--- config.mk ---
export PLATFORM = sky130hd
export DESIGN_NAME = dma_stream_loader_flat
export DESIGN_NICKNAME = d
export VERILOG_FILES = /design/src/rtl/dma_stream_loader_if.sv /design/src/rtl/dma_stream_loader.sv /design/src/flat_wrapper.sv
export SDC_FILE = /design/constraint.sdc
export NUM_CORES = 1
export LEC_CHECK = 0
export BUFFER_PORTS_ARGS = -buffer_cell sky130_fd_sc_hd__buf_2
export CORE_UTILIZATION = 45
export CTS_CLUSTER_DIAMETER = 30
export CTS_CLUSTER_SIZE = 24
export DETAILED_ROUTE_END_ITERATION = 10
export PLACE_DENSITY = 0.78
export SLEW_MARGIN = 0
export SYNTH_ARGS = -nofsm -noshare
export SYNTH_HDL_FRONTEND = slang
export SYNTH_SLANG_ARGS = --single-unit
--- constraint.sdc ---
create_clock -name clk -period 3.4 [get_ports clk]
set_clock_uncertainty 0.1 [all_clocks]
set_input_delay 0.68 -clock clk [delete_from_list [all_inputs] [get_ports clk]]
set_output_delay 0.68 -clock clk [all_outputs]
set_load 0.03 [all_outputs]
--- src/rtl/dma_stream_loader_if.sv ---
`default_nettype none
// ============================================================================
// Module      : dma_stream_loader_if
// Description : AXI4-Stream input and memory write port of the stream loader.
// Revision    : 1.0
// ============================================================================
interface dma_stream_loader_if #(
    parameter int DATA_W = 32,
    parameter int ADDR_W = 10
);
    logic [DATA_W-1:0] s_axis_tdata;
    logic              s_axis_tvalid;
    logic              s_axis_tlast;
    logic              s_axis_tready;
    logic              mem_we;
    logic [ADDR_W-1:0] mem_addr;
    logic [DATA_W-1:0] mem_wdata;
    logic              mem_ready;

    // Loader side: stream sink, memory write initiator.
    modport slave (
        input  s_axis_tdata, s_axis_tvalid, s_axis_tlast, mem_ready,
        output s_axis_tready, mem_we, mem_addr, mem_wdata
    );

    modport master (
        output s_axis_tdata, s_axis_tvalid, s_axis_tlast, mem_ready,
        input  s_axis_tready, mem_we, mem_addr, mem_wdata
    );
endinterface
`default_nettype wire

--- src/rtl/dma_stream_loader.sv ---
`default_nettype none
// ============================================================================
// Module      : dma_stream_loader
// Description : Writes a DMA MM2S word stream to consecutive memory addresses
//               and checks the beat count against the programmed byte length.
// Revision    : 1.0
// ============================================================================
module dma_stream_loader #(
    parameter int DATA_W = 32,
    parameter int ADDR_W = 10
) (
    input  logic              clk,
    input  logic              rst_n,
    input  logic              start,
    input  logic [ADDR_W-1:0] base_addr,
    input  logic [31:0]       byte_length,
    dma_stream_loader_if.slave bus,
    output logic              busy,
    output logic              done,
    output logic              err_len,
    output logic [ADDR_W:0]   words_written
);
    localparam logic [2:0] c_IDLE    = 3'd0;
    localparam logic [2:0] c_RECV    = 3'd1;
    localparam logic [2:0] c_DISCARD = 3'd2;
    localparam logic [2:0] c_FLUSH   = 3'd3;
    localparam logic [2:0] c_DONE    = 3'd4;

    logic [2:0]        r_state;
    logic [2:0]        w_state_nxt;
    logic [ADDR_W-1:0] r_base;
    logic [31:0]       r_exp_words;
    logic [31:0]       r_beat_cnt;
    logic [ADDR_W-1:0] r_wr_idx;
    logic [ADDR_W:0]   r_words;
    logic              r_err;
    logic [DATA_W-1:0] r_buf [0:1];
    logic              r_head;
    logic [1:0]        r_cnt;

    logic [31:0]       w_exp_words;
    logic [31:0]       w_beat_next;
    logic              w_tready;
    logic              w_accept;
    logic              w_push;
    logic              w_we;
    logic              w_pop;
    logic              w_tail;
    logic              w_set_err;
    logic              w_start_ok;

    // Ceiling division by 4 without a 33-bit intermediate.
    assign w_exp_words = {2'b00, byte_length[31:2]} + {31'd0, |byte_length[1:0]};
    assign w_beat_next = r_beat_cnt + 32'd1;
    assign w_start_ok  = (r_state == c_IDLE) && start;

    assign w_tready = ((r_state == c_RECV) && (r_cnt != 2'd2)) || (r_state == c_DISCARD);
    assign w_accept = bus.s_axis_tvalid && w_tready;
    assign w_push   = w_accept && (r_state == c_RECV);
    assign w_we     = (r_cnt != 2'd0);
    assign w_pop    = w_we && bus.mem_ready;
    assign w_tail   = r_head ^ r_cnt[0];

    assign w_set_err = (w_accept && (r_state == c_DISCARD)) ||
                       (w_accept && (r_state == c_RECV) && bus.s_axis_tlast &&
                        (w_beat_next < r_exp_words));

    always_comb begin
        w_state_nxt = r_state;
        case (r_state)
            c_IDLE: begin
                if (start) begin
                    w_state_nxt = (w_exp_words == 32'd0) ? c_DONE : c_RECV;
                end
            end
            c_RECV: begin
                if (w_accept) begin
                    if (bus.s_axis_tlast) begin
                        w_state_nxt = c_FLUSH;
                    end else if (w_beat_next == r_exp_words) begin
                        w_state_nxt = c_DISCARD;
                    end
                end
            end
            c_DISCARD: begin
                if (w_accept && bus.s_axis_tlast) begin
                    w_state_nxt = c_FLUSH;
                end
            end
            c_FLUSH: begin
                if (r_cnt == 2'd0) begin
                    w_state_nxt = c_DONE;
                end
            end
            c_DONE:  w_state_nxt = c_IDLE;
            default: w_state_nxt = c_IDLE;
        endcase
    end

    always_ff @(posedge clk) begin
        if (!rst_n) begin
            r_state     <= c_IDLE;
            r_base      <= '0;
            r_exp_words <= '0;
            r_beat_cnt  <= '0;
            r_wr_idx    <= '0;
            r_words     <= '0;
            r_err       <= 1'b0;
            r_head      <= 1'b0;
            r_cnt       <= 2'd0;
        end else begin
            r_state <= w_state_nxt;

            if (w_start_ok) begin
                r_base      <= base_addr;
                r_exp_words <= w_exp_words;
                r_beat_cnt  <= '0;
                r_wr_idx    <= '0;
                r_words     <= '0;
                r_err       <= 1'b0;
            end

            if (w_accept) begin
                r_beat_cnt <= w_beat_next;
            end

            if (w_set_err) begin
                r_err <= 1'b1;
            end

            case ({w_push, w_pop})
                2'b10:   r_cnt <= r_cnt + 2'd1;
                2'b01:   r_cnt <= r_cnt - 2'd1;
                default: r_cnt <= r_cnt;
            endcase

            if (w_pop) begin
                r_head   <= ~r_head;
                r_wr_idx <= r_wr_idx + 1'b1;
                if (r_words != '1) begin
                    r_words <= r_words + 1'b1;
                end
            end
        end
    end

    // Entry storage needs no reset; occupancy alone says what is valid.
    always_ff @(posedge clk) begin
        if (w_push) begin
            r_buf[w_tail] <= bus.s_axis_tdata;
        end
    end

    assign bus.s_axis_tready = w_tready;
    assign bus.mem_we        = w_we;
    assign bus.mem_addr      = w_we ? (r_base + r_wr_idx) : '0;
    assign bus.mem_wdata     = w_we ? r_buf[r_head] : '0;

    assign busy          = (r_state == c_RECV) || (r_state == c_DISCARD) || (r_state == c_FLUSH);
    assign done          = (r_state == c_DONE);
    assign err_len       = r_err;
    assign words_written = r_words;
endmodule
`default_nettype wire

--- src/flat_wrapper.sv ---
// flat-port wrapper written by rule: the top's interface ports become plain ports
module dma_stream_loader_flat 
#(
    parameter int DATA_W = 32,
    parameter int ADDR_W = 10
)
  (clk, rst_n, start, base_addr, byte_length, busy, done, err_len, words_written, bus_s_axis_tdata, bus_s_axis_tvalid, bus_s_axis_tlast, bus_mem_ready, bus_s_axis_tready, bus_mem_we, bus_mem_addr, bus_mem_wdata);
  dma_stream_loader_if #(.DATA_W(DATA_W), .ADDR_W(ADDR_W)) bus_i ();
  input  logic clk;
  input  logic rst_n;
  input  logic start;
  input  logic [ADDR_W-1:0] base_addr;
  input  logic [31:0] byte_length;
  output logic busy;
  output logic done;
  output logic err_len;
  output logic [ADDR_W:0] words_written;
  input wire logic [$bits(bus_i.s_axis_tdata)-1:0] bus_s_axis_tdata;
  input wire logic [$bits(bus_i.s_axis_tvalid)-1:0] bus_s_axis_tvalid;
  input wire logic [$bits(bus_i.s_axis_tlast)-1:0] bus_s_axis_tlast;
  input wire logic [$bits(bus_i.mem_ready)-1:0] bus_mem_ready;
  output wire logic [$bits(bus_i.s_axis_tready)-1:0] bus_s_axis_tready;
  output wire logic [$bits(bus_i.mem_we)-1:0] bus_mem_we;
  output wire logic [$bits(bus_i.mem_addr)-1:0] bus_mem_addr;
  output wire logic [$bits(bus_i.mem_wdata)-1:0] bus_mem_wdata;
  assign bus_i.s_axis_tdata = bus_s_axis_tdata;
  assign bus_i.s_axis_tvalid = bus_s_axis_tvalid;
  assign bus_i.s_axis_tlast = bus_s_axis_tlast;
  assign bus_i.mem_ready = bus_mem_ready;
  assign bus_s_axis_tready = bus_i.s_axis_tready;
  assign bus_mem_we = bus_i.mem_we;
  assign bus_mem_addr = bus_i.mem_addr;
  assign bus_mem_wdata = bus_i.mem_wdata;
  dma_stream_loader #(.DATA_W(DATA_W), .ADDR_W(ADDR_W)) u_core (.clk(clk), .rst_n(rst_n), .start(start), .base_addr(base_addr), .byte_length(byte_length), .bus(bus_i), .busy(busy), .done(done), .err_len(err_len), .words_written(words_written));
endmodule
Word level (Yosys, flattened, before mapping):

Memories as Yosys holds them, arrays and structs flattened. A register that Yosys moved wholly into a read port is not among the register bits.
Cells that the tools add are included.

* RAM bits: 64
* logic and storage cells: 81
* input port bits: 80
* flip-flop bits (word level): 102
* memories: 1

Memory list
* u_core.r_buf: words 2, width 32, read ports 1, clocked after Yosys merged registers in 1, write ports 1, RTL line dma_stream_loader.sv:37 `logic [DATA_W-1:0] r_buf [0:1];`

* bitwise logic cells: 2
* eq/ne operators: 14
* order comparisons: 1
* $add $sub $neg: 7
* reductions and logical operators: 23
* muxes and demuxes: 24

Operators with widths (count)
* $mux W32: 3
* $mux W11: 3
* $add A32 B1 Y32 const B: 1
* $eq A32 B32 Y1: 1
* $logic_not A32 Y1: 1
* $lt A32 B32 Y1: 1
* $add A30 B1 Y31: 1
* $mux W10: 3
* $mux W3: 7
* $pmux W3 S4: 1
* $add A11 B1 Y11 const B: 1
* $ne A11 B11 Y1 const B: 1
* $add A10 B1 Y10 const B: 1
* $add A10 B10 Y10: 1
* $reduce_bool A2 Y1: 5
* $logic_and A1 B1 Y1: 9
* $eq A3 B2 Y1 const B: 2
* $mux W1: 6
* $ne A2 B2 Y1 const B: 3
* $reduce_and A5 Y1: 1
* $logic_or A1 B1 Y1: 4
* $ne A2 B1 Y1 const B: 2
* $pmux W2 S2: 1
* $eq A3 B1 Y1 const B: 1
* 11 further kinds: 11

Logic depth before layout (Yosys ltp):

* word-level depth: 9
* depth in mapped cells: 15
* depth with buffers taken out: 15

Worst setup path before layout:

OpenSTA, ideal clock, no wires.

* path type: reg-to-reg
* start: register u_core.r_cnt[0]
* end: memory u_core.r_buf[0][0] (enable)
* path slack: -547 ps
* clock period less this slack: 3947 ps
* arrival: 3422 ps
* cell stages (with the launch flop): 9
* cell sequence: dfxtp_1 -> clkbuf_1 -> nor2b_1 -> nor3_1 -> a21oi_1 -> nor2_1 -> nand2_1 -> or4_1 -> nor2b_1

* longest elaborated chain between the ends: 7

RTL lines
* start: declaration: RTL line dma_stream_loader.sv:39 `logic [1:0] r_cnt;`
* start signal: assignment: RTL line dma_stream_loader.sv:132 `2'b10: r_cnt <= r_cnt + 2'd1;`
* start signal: assignment: RTL line dma_stream_loader.sv:133 `2'b01: r_cnt <= r_cnt - 2'd1;`
* start signal: assignment: RTL line dma_stream_loader.sv:134 `default: r_cnt <= r_cnt;`
* $ne A2 B2 Y1: RTL line dma_stream_loader.sv:57 `assign w_tready = ((r_state == c_RECV) && (r_cnt != 2'd2)) || (r_state == c_DISCARD);`
* $logic_and A1 B1 Y1: RTL line dma_stream_loader.sv:57
* $logic_or A1 B1 Y1: RTL line dma_stream_loader.sv:57
* net bus_s_axis_tready: RTL line flat_wrapper.sv:22 `output wire logic [$bits(bus_i.s_axis_tready)-1:0] bus_s_axis_tready;`
* $logic_and A1 B1 Y1: RTL line dma_stream_loader.sv:58 `assign w_accept = bus.s_axis_tvalid && w_tready;`
* $logic_and A1 B1 Y1: RTL line dma_stream_loader.sv:59 `assign w_push = w_accept && (r_state == c_RECV);`
* $mux W1: RTL line dma_stream_loader.sv:149 `if (w_push) begin`
* $mux W1 (implied by the code): RTL line dma_stream_loader.sv:150 `r_buf[w_tail] <= bus.s_axis_tdata;`
* end: declaration: RTL line dma_stream_loader.sv:37

The timed path passes the listed nets, and every way through them passes these cells.

Final worst setup path:

* start: register u_core.r_wr_idx[0]
* end: output bus_mem_addr[8]

* longest elaborated chain between the ends: 2

RTL lines
* start: declaration: RTL line dma_stream_loader.sv:34 `logic [ADDR_W-1:0] r_wr_idx;`
* start signal: assignment: RTL line dma_stream_loader.sv:139 `r_wr_idx <= r_wr_idx + 1'b1;`
* $add A10 B10 Y10: RTL line dma_stream_loader.sv:156 `assign bus.mem_addr = w_we ? (r_base + r_wr_idx) : '0;`
* $mux W10: RTL line dma_stream_loader.sv:156
* end: declaration: RTL line flat_wrapper.sv:24 `output wire logic [$bits(bus_i.mem_addr)-1:0] bus_mem_addr;`

Every way passes these cells.

==> metrics.txt <==
# TYPE chip_impl_metric gauge
chip_impl_info{name="status",value="finished, violations left"} 1
chip_impl_info{name="failing_checks",value="setup timing"} 1
chip_impl_metric{name="ys_ff_latch",unit=""} 166
chip_impl_metric{name="layoutNonFillerInstCount",unit=""} 1509
chip_impl_info{name="yosysMostFrequentCell",value="sky130_fd_sc_hd__nor2_1"} 1
chip_impl_metric{name="max_freq",unit="MHz"} 289
chip_impl_metric{name="drv_cap",unit=""} 0
chip_impl_metric{name="slew_limit_headroom",unit=""} 0.464
chip_impl_metric{name="pin_count",unit=""} 138
chip_impl_info{name="unrepaired_setup_endpoints_after_global_routing",value="true"} 1
chip_impl_metric{name="clk_path_buf_depth",unit=""} 2
chip_impl_metric{name="via_count_of_the_first_global_routing_pass",unit=""} 7987
chip_impl_metric{name="power.switching_fraction",unit=""} 0.285
chip_impl_metric{name="dpl.hpwl",unit="um"} 17400
chip_impl_info{name="worstHoldPathType",value="input pin to flip-flop"} 1
chip_impl_metric{name="synth_cells",unit=""} 1050
chip_impl_metric{name="grt_pass1_wl",unit="um"} 39200
chip_impl_info{name="tritoncts",value="yes"} 1
chip_impl_metric{name="finalWirelength",unit="um"} 24300
chip_impl_metric{name="floorplan.die_area",unit="um^2"} 21200
chip_impl_metric{name="residual_drc_count",unit=""} 0
chip_impl_metric{name="layout-drive-gt1-share",unit=""} 0.228
chip_impl_metric{name="holdPathStages",unit=""} 1
chip_impl_metric{name="chipWidth",unit="um"} 146
chip_impl_metric{name="dr.pass1.iters",unit=""} 7
chip_impl_metric{name="cp_slowest_stage_delay",unit="ns"} 0.39
chip_impl_metric{name="die_y",unit="um"} 146
chip_impl_metric{name="power_frac_comb",unit=""} 0.161
chip_impl_metric{name="final_net_count",unit=""} 1353
chip_impl_metric{name="grt_max_degree",unit=""} 96
chip_impl_metric{name="clock_sinks",unit=""} 166
chip_impl_metric{name="clk_latency",unit="ns"} 0.43
chip_impl_metric{name="dr.first_iter.drc_count",unit=""} 528
chip_impl_metric{name="post-place-cells",unit=""} 1469
chip_impl_metric{name="min_period_over_period",unit=""} 1.02
chip_impl_info{name="critical_path_startpoint_category",value="flip-flop"} 1
chip_impl_metric{name="yosysUniqueCellTypes",unit=""} 57
chip_impl_metric{name="worst_slew_pin_slew",unit="ns"} 0.783
chip_impl_metric{name="setup_viol_count_final",unit=""} 1
chip_impl_metric{name="syn-num-nets",unit=""} 1177
chip_impl_metric{name="track_usage",unit=""} 0.231
chip_impl_metric{name="critical_path_cell_count",unit=""} 11
chip_impl_info{name="worstPathCellList",value="ha_4, fa_2, a21o_1, a21oi_2, o21bai_1, a21oi_2, o21bai_1, a21oi_1, xor2_1, nor2_1, buf_4"} 1
chip_impl_metric{name="initial_core_util",unit=""} 0.458
chip_impl_metric{name="ctsHoldBuffers",unit=""} 0
chip_impl_metric{name="clkSlewWorstSetupHoldPaths",unit="ns"} 0.07
chip_impl_metric{name="seq_area_frac_synth",unit=""} 0.427
chip_impl_info{name="endpoint",value="bus_mem_addr[8]"} 1
chip_impl_metric{name="final.fill_count",unit=""} 1764
chip_impl_metric{name="area.sequential",unit="um^2"} 3980
chip_impl_metric{name="power.share.clock",unit=""} 0.407
chip_impl_metric{name="io_buffers",unit=""} 137
chip_impl_info{name="yosys-top-cells-count",value="sky130_fd_sc_hd__nor2_1, sky130_fd_sc_hd__dfxtp_1, sky130_fd_sc_hd__nand2_1"} 1
chip_impl_metric{name="detail_route.vias_per_cell",unit=""} 5.57
chip_impl_metric{name="drv_slew",unit=""} 0
chip_impl_metric{name="synth-edff-count",unit=""} 64
chip_impl_info{name="worst_setup_path_end_kind",value="primary output"} 1
chip_impl_metric{name="ctsHtreeMaxLevel",unit=""} 4
chip_impl_metric{name="overflow",unit=""} 0
chip_impl_metric{name="synth.top_cell.area_share",unit=""} 0.220
chip_impl_info{name="timing.setup.critical_path_class",value="flip-flop to primary output"} 1
chip_impl_info{name="yosys-top-cells-area",value="sky130_fd_sc_hd__dfxtp_1, sky130_fd_sc_hd__edfxtp_1, sky130_fd_sc_hd__ha_1, sky130_fd_sc_hd__nor2_1, sky130_fd_sc_hd__a21oi_1"} 1
chip_impl_metric{name="antenna_found_initial",unit=""} 0
chip_impl_metric{name="drtAntennaViolNets",unit=""} 0
chip_impl_info{name="crit_start",value="u_core.r_wr_idx[0]"} 1
chip_impl_metric{name="peakVddDrop",unit="V"} 0.000369
chip_impl_info{name="critical_path.top_delay_family",value="compound AO/OA/AOI/OAI gates"} 1
chip_impl_metric{name="cellPowerDensity",unit="nW/um^2"} 440
chip_impl_metric{name="hold_worst_slack",unit="ns"} 0.332
chip_impl_info{name="crit_path_top_delay_cell",value="sky130_fd_sc_hd__fa_2"} 1
chip_impl_metric{name="mappedNetlistArea",unit="um^2"} 9270
chip_impl_metric{name="switching_power",unit="mW"} 1.44
chip_impl_info{name="synth_largest_area_cell",value="sky130_fd_sc_hd__dfxtp_1"} 1
chip_impl_metric{name="worstPathRequired",unit="ns"} 2.62
chip_impl_metric{name="synth.avg_cell_area",unit="um^2"} 8.83
chip_impl_info{name="regToRegEndpoint",value="u_core.r_state[0]"} 1
chip_impl_metric{name="finalHoldViolations",unit=""} 0
chip_impl_metric{name="std_cell_rows",unit=""} 52
chip_impl_metric{name="cts-buffers-inserted",unit=""} 17
chip_impl_metric{name="setup.reg_to_reg.worst_slack",unit="ns"} 0.13
chip_impl_metric{name="routed-via-count",unit=""} 8400
chip_impl_metric{name="critPathMaxFanout",unit=""} 2
chip_impl_metric{name="worst_slack",unit="ns"} -0.0643
chip_impl_metric{name="path_buf_inv",unit=""} 1
chip_impl_metric{name="leakage",unit="nW"} 4.67
chip_impl_info{name="ys.flop_type",value="sky130_fd_sc_hd__dfxtp_1"} 1
chip_impl_info{name="worstReg2RegStart",value="u_core.r_beat_cnt[2]"} 1
chip_impl_metric{name="multi_input_comb_area",unit="um^2"} 5100
chip_impl_metric{name="p_int",unit="mW"} 3.61
chip_impl_metric{name="fraction_of_power_consumed_by_sequential_logic",unit=""} 0.433
chip_impl_metric{name="synth-async-reset-ratio",unit=""} 0
chip_impl_info{name="clk_root_buffer_cell",value="sky130_fd_sc_hd__clkbuf_16"} 1
chip_impl_metric{name="synth-warning-count",unit=""} 0
chip_impl_metric{name="syn2layout_area_growth",unit="%"} 23.6
chip_impl_metric{name="wl_per_cell",unit="um"} 16.1
chip_impl_metric{name="fp.coreArea",unit="um^2"} 20200
chip_impl_metric{name="worst_ep_arrival_time",unit="ns"} 2.68
chip_impl_metric{name="finalWeightedCongestion",unit=""} 0.932
chip_impl_metric{name="antenna-diode-count",unit=""} 0
chip_impl_metric{name="reg2regPathDepth",unit=""} 15
chip_impl_metric{name="period_minus_slack",unit="ns"} 3.46
## final cells by class
type,count,share of cell area
multi-input combinational,790,0.445
clock inverter,15,0.0183
tap,270,0.0295
sequential,166,0.347
inverter,45,0.0147
timing repair buffer,206,0.108
clock buffer,17,0.0371
## worst min path at each step
stage / to / slack, ns / startpoint
after floorplan: u_core.r_exp_words[30] / 0.33 / u_core.r_exp_words[30]
after global placement: u_core.r_base[2] / 0.35 / u_core.r_base[2]
after detailed placement: u_core.r_base[0] / 0.35 / u_core.r_base[0]
after CTS: u_core.r_buf[0][2] / 0.32 / bus_s_axis_tdata[2]
after global routing: u_core.r_buf[0][7] / 0.32 / bus_s_axis_tdata[7]
final: u_core.r_buf[0][2] / 0.33 / bus_s_axis_tdata[2]
## logic make-up (layout without fill, tap and decap cells)
logic type	after synthesis	count (layout)	share of synthesized area
and+or+nand+nor	428	428	0.223
buffers and inverters	94	283	0.0395
muxes	38	38	0.0414
adders and majority gates	47	47	0.0642
AOI/OAI and AO/OA	203	203	0.135
DFF	166	166	0.427
xor gates and xnor gates	74	74	0.0699
## through the flow
stage	area, um^2	power, mW	TNS [ns]	setup slack [ns]	utilization
3_3_place_gp	10600	3.00	0	0.0995	0.524
6_report	11500	5.05	-0.0643	-0.0643	0.566
2_1_floorplan	9280	2.74	0	0.0323	-
3_5_place_dp	10600	3.02	-0.0104	-0.0104	0.524
4_1_cts	11300	5.07	-0.0574	-0.0492	0.560
5_1_grt	11500	5.25	-0.358	-0.175	0.566
## worst register-to-register path, stage by stage, from the launching register on
cell and delay [ns]:
sky130_fd_sc_hd__dfxtp_2 0.39, sky130_fd_sc_hd__and4_2 0.28, sky130_fd_sc_hd__nand4_1 0.19, sky130_fd_sc_hd__nor4_2 0.18
sky130_fd_sc_hd__buf_4 0.15, sky130_fd_sc_hd__and3_1 0.21, sky130_fd_sc_hd__and3_4 0.22, sky130_fd_sc_hd__xor2_1 0.15
sky130_fd_sc_hd__ha_1 0.26, sky130_fd_sc_hd__nand3_1 0.10, sky130_fd_sc_hd__nor2_1 0.08, sky130_fd_sc_hd__nand3_1 0.10
sky130_fd_sc_hd__nor2_2 0.06, sky130_fd_sc_hd__o31ai_4 0.28, sky130_fd_sc_hd__a21oi_1 0.07, sky130_fd_sc_hd__a2111oi_1 0.34
## layer usage
layer | track usage | routed length, um | vias to the layer above
met5 | 0 | 0 | -
li1 | - | - | 4123
met1 | 0.290 | 10400 | 3942
met3 | 0.0489 | 1420 | 51
met4 | 0.0884 | 695 | 0
met2 | 0.389 | 11700 | 284
## power by group through the flow
stage               combinational, mW  clock, mW  sequential (mW)
floorplan                       0.533          0             2.21
global placement                0.779          0             2.22
detailed placement              0.791          0             2.23
CTS                             0.801       2.09             2.18
global route                    0.891       2.17             2.19
finish                          0.811       2.05             2.18
## state kept, by name (all words and copies together) (netlist names), named ones only
| register | cells |
|---|---|
| u_core.r_exp_words | 31 |
| u_core.r_buf | 64 |
| u_core.r_head | 1 |
| u_core.r_base | 10 |
| u_core.words_written | 11 |
| u_core.r_state | 3 |
| u_core.err_len | 1 |
| u_core.r_cnt | 2 |
| u_core.r_beat_cnt | 32 |
| u_core.r_wr_idx | 10 |
## placed cells by master, fill, tap and decap left out, types with 5 or more instances in the layout
| master | count |
|---|---|
| sky130_fd_sc_hd__o21ai_0 | 36 |
| sky130_fd_sc_hd__nor2_2 | 5 |
| sky130_fd_sc_hd__a21o_1 | 14 |
| sky130_fd_sc_hd__xor2_1 | 31 |
| sky130_fd_sc_hd__nor3b_1 | 5 |
| sky130_fd_sc_hd__edfxtp_1 | 64 |
| sky130_fd_sc_hd__nand3_1 | 52 |
| sky130_fd_sc_hd__nor3_1 | 15 |
| sky130_fd_sc_hd__nand3b_1 | 5 |
| sky130_fd_sc_hd__nand4_1 | 20 |
| sky130_fd_sc_hd__a31oi_1 | 8 |
| sky130_fd_sc_hd__o21a_1 | 6 |
| sky130_fd_sc_hd__mux2i_1 | 35 |
| sky130_fd_sc_hd__xnor2_1 | 41 |
| sky130_fd_sc_hd__ha_1 | 44 |
| sky130_fd_sc_hd__a211oi_1 | 28 |
| sky130_fd_sc_hd__buf_2 | 134 |
| sky130_fd_sc_hd__buf_4 | 70 |
| sky130_fd_sc_hd__nand2_1 | 97 |
| sky130_fd_sc_hd__clkbuf_16 | 17 |
| sky130_fd_sc_hd__nor2b_1 | 5 |
| sky130_fd_sc_hd__inv_1 | 44 |
| sky130_fd_sc_hd__and2_1 | 16 |
| sky130_fd_sc_hd__a21oi_1 | 75 |
| sky130_fd_sc_hd__and4_1 | 6 |
| sky130_fd_sc_hd__nor2_1 | 133 |
| sky130_fd_sc_hd__dfxtp_1 | 95 |
| sky130_fd_sc_hd__dfxtp_2 | 5 |
| sky130_fd_sc_hd__and3_1 | 21 |
| sky130_fd_sc_hd__or3_1 | 15 |
| sky130_fd_sc_hd__nor4_1 | 7 |
## repair_timing
action,in CTS,in global routing
buffers inserted,8,2
setup endpoints to repair,6,8
gates resized for setup,14,28
pin swaps,8,6
Note: power is estimated with default switching activity, not from simulation.
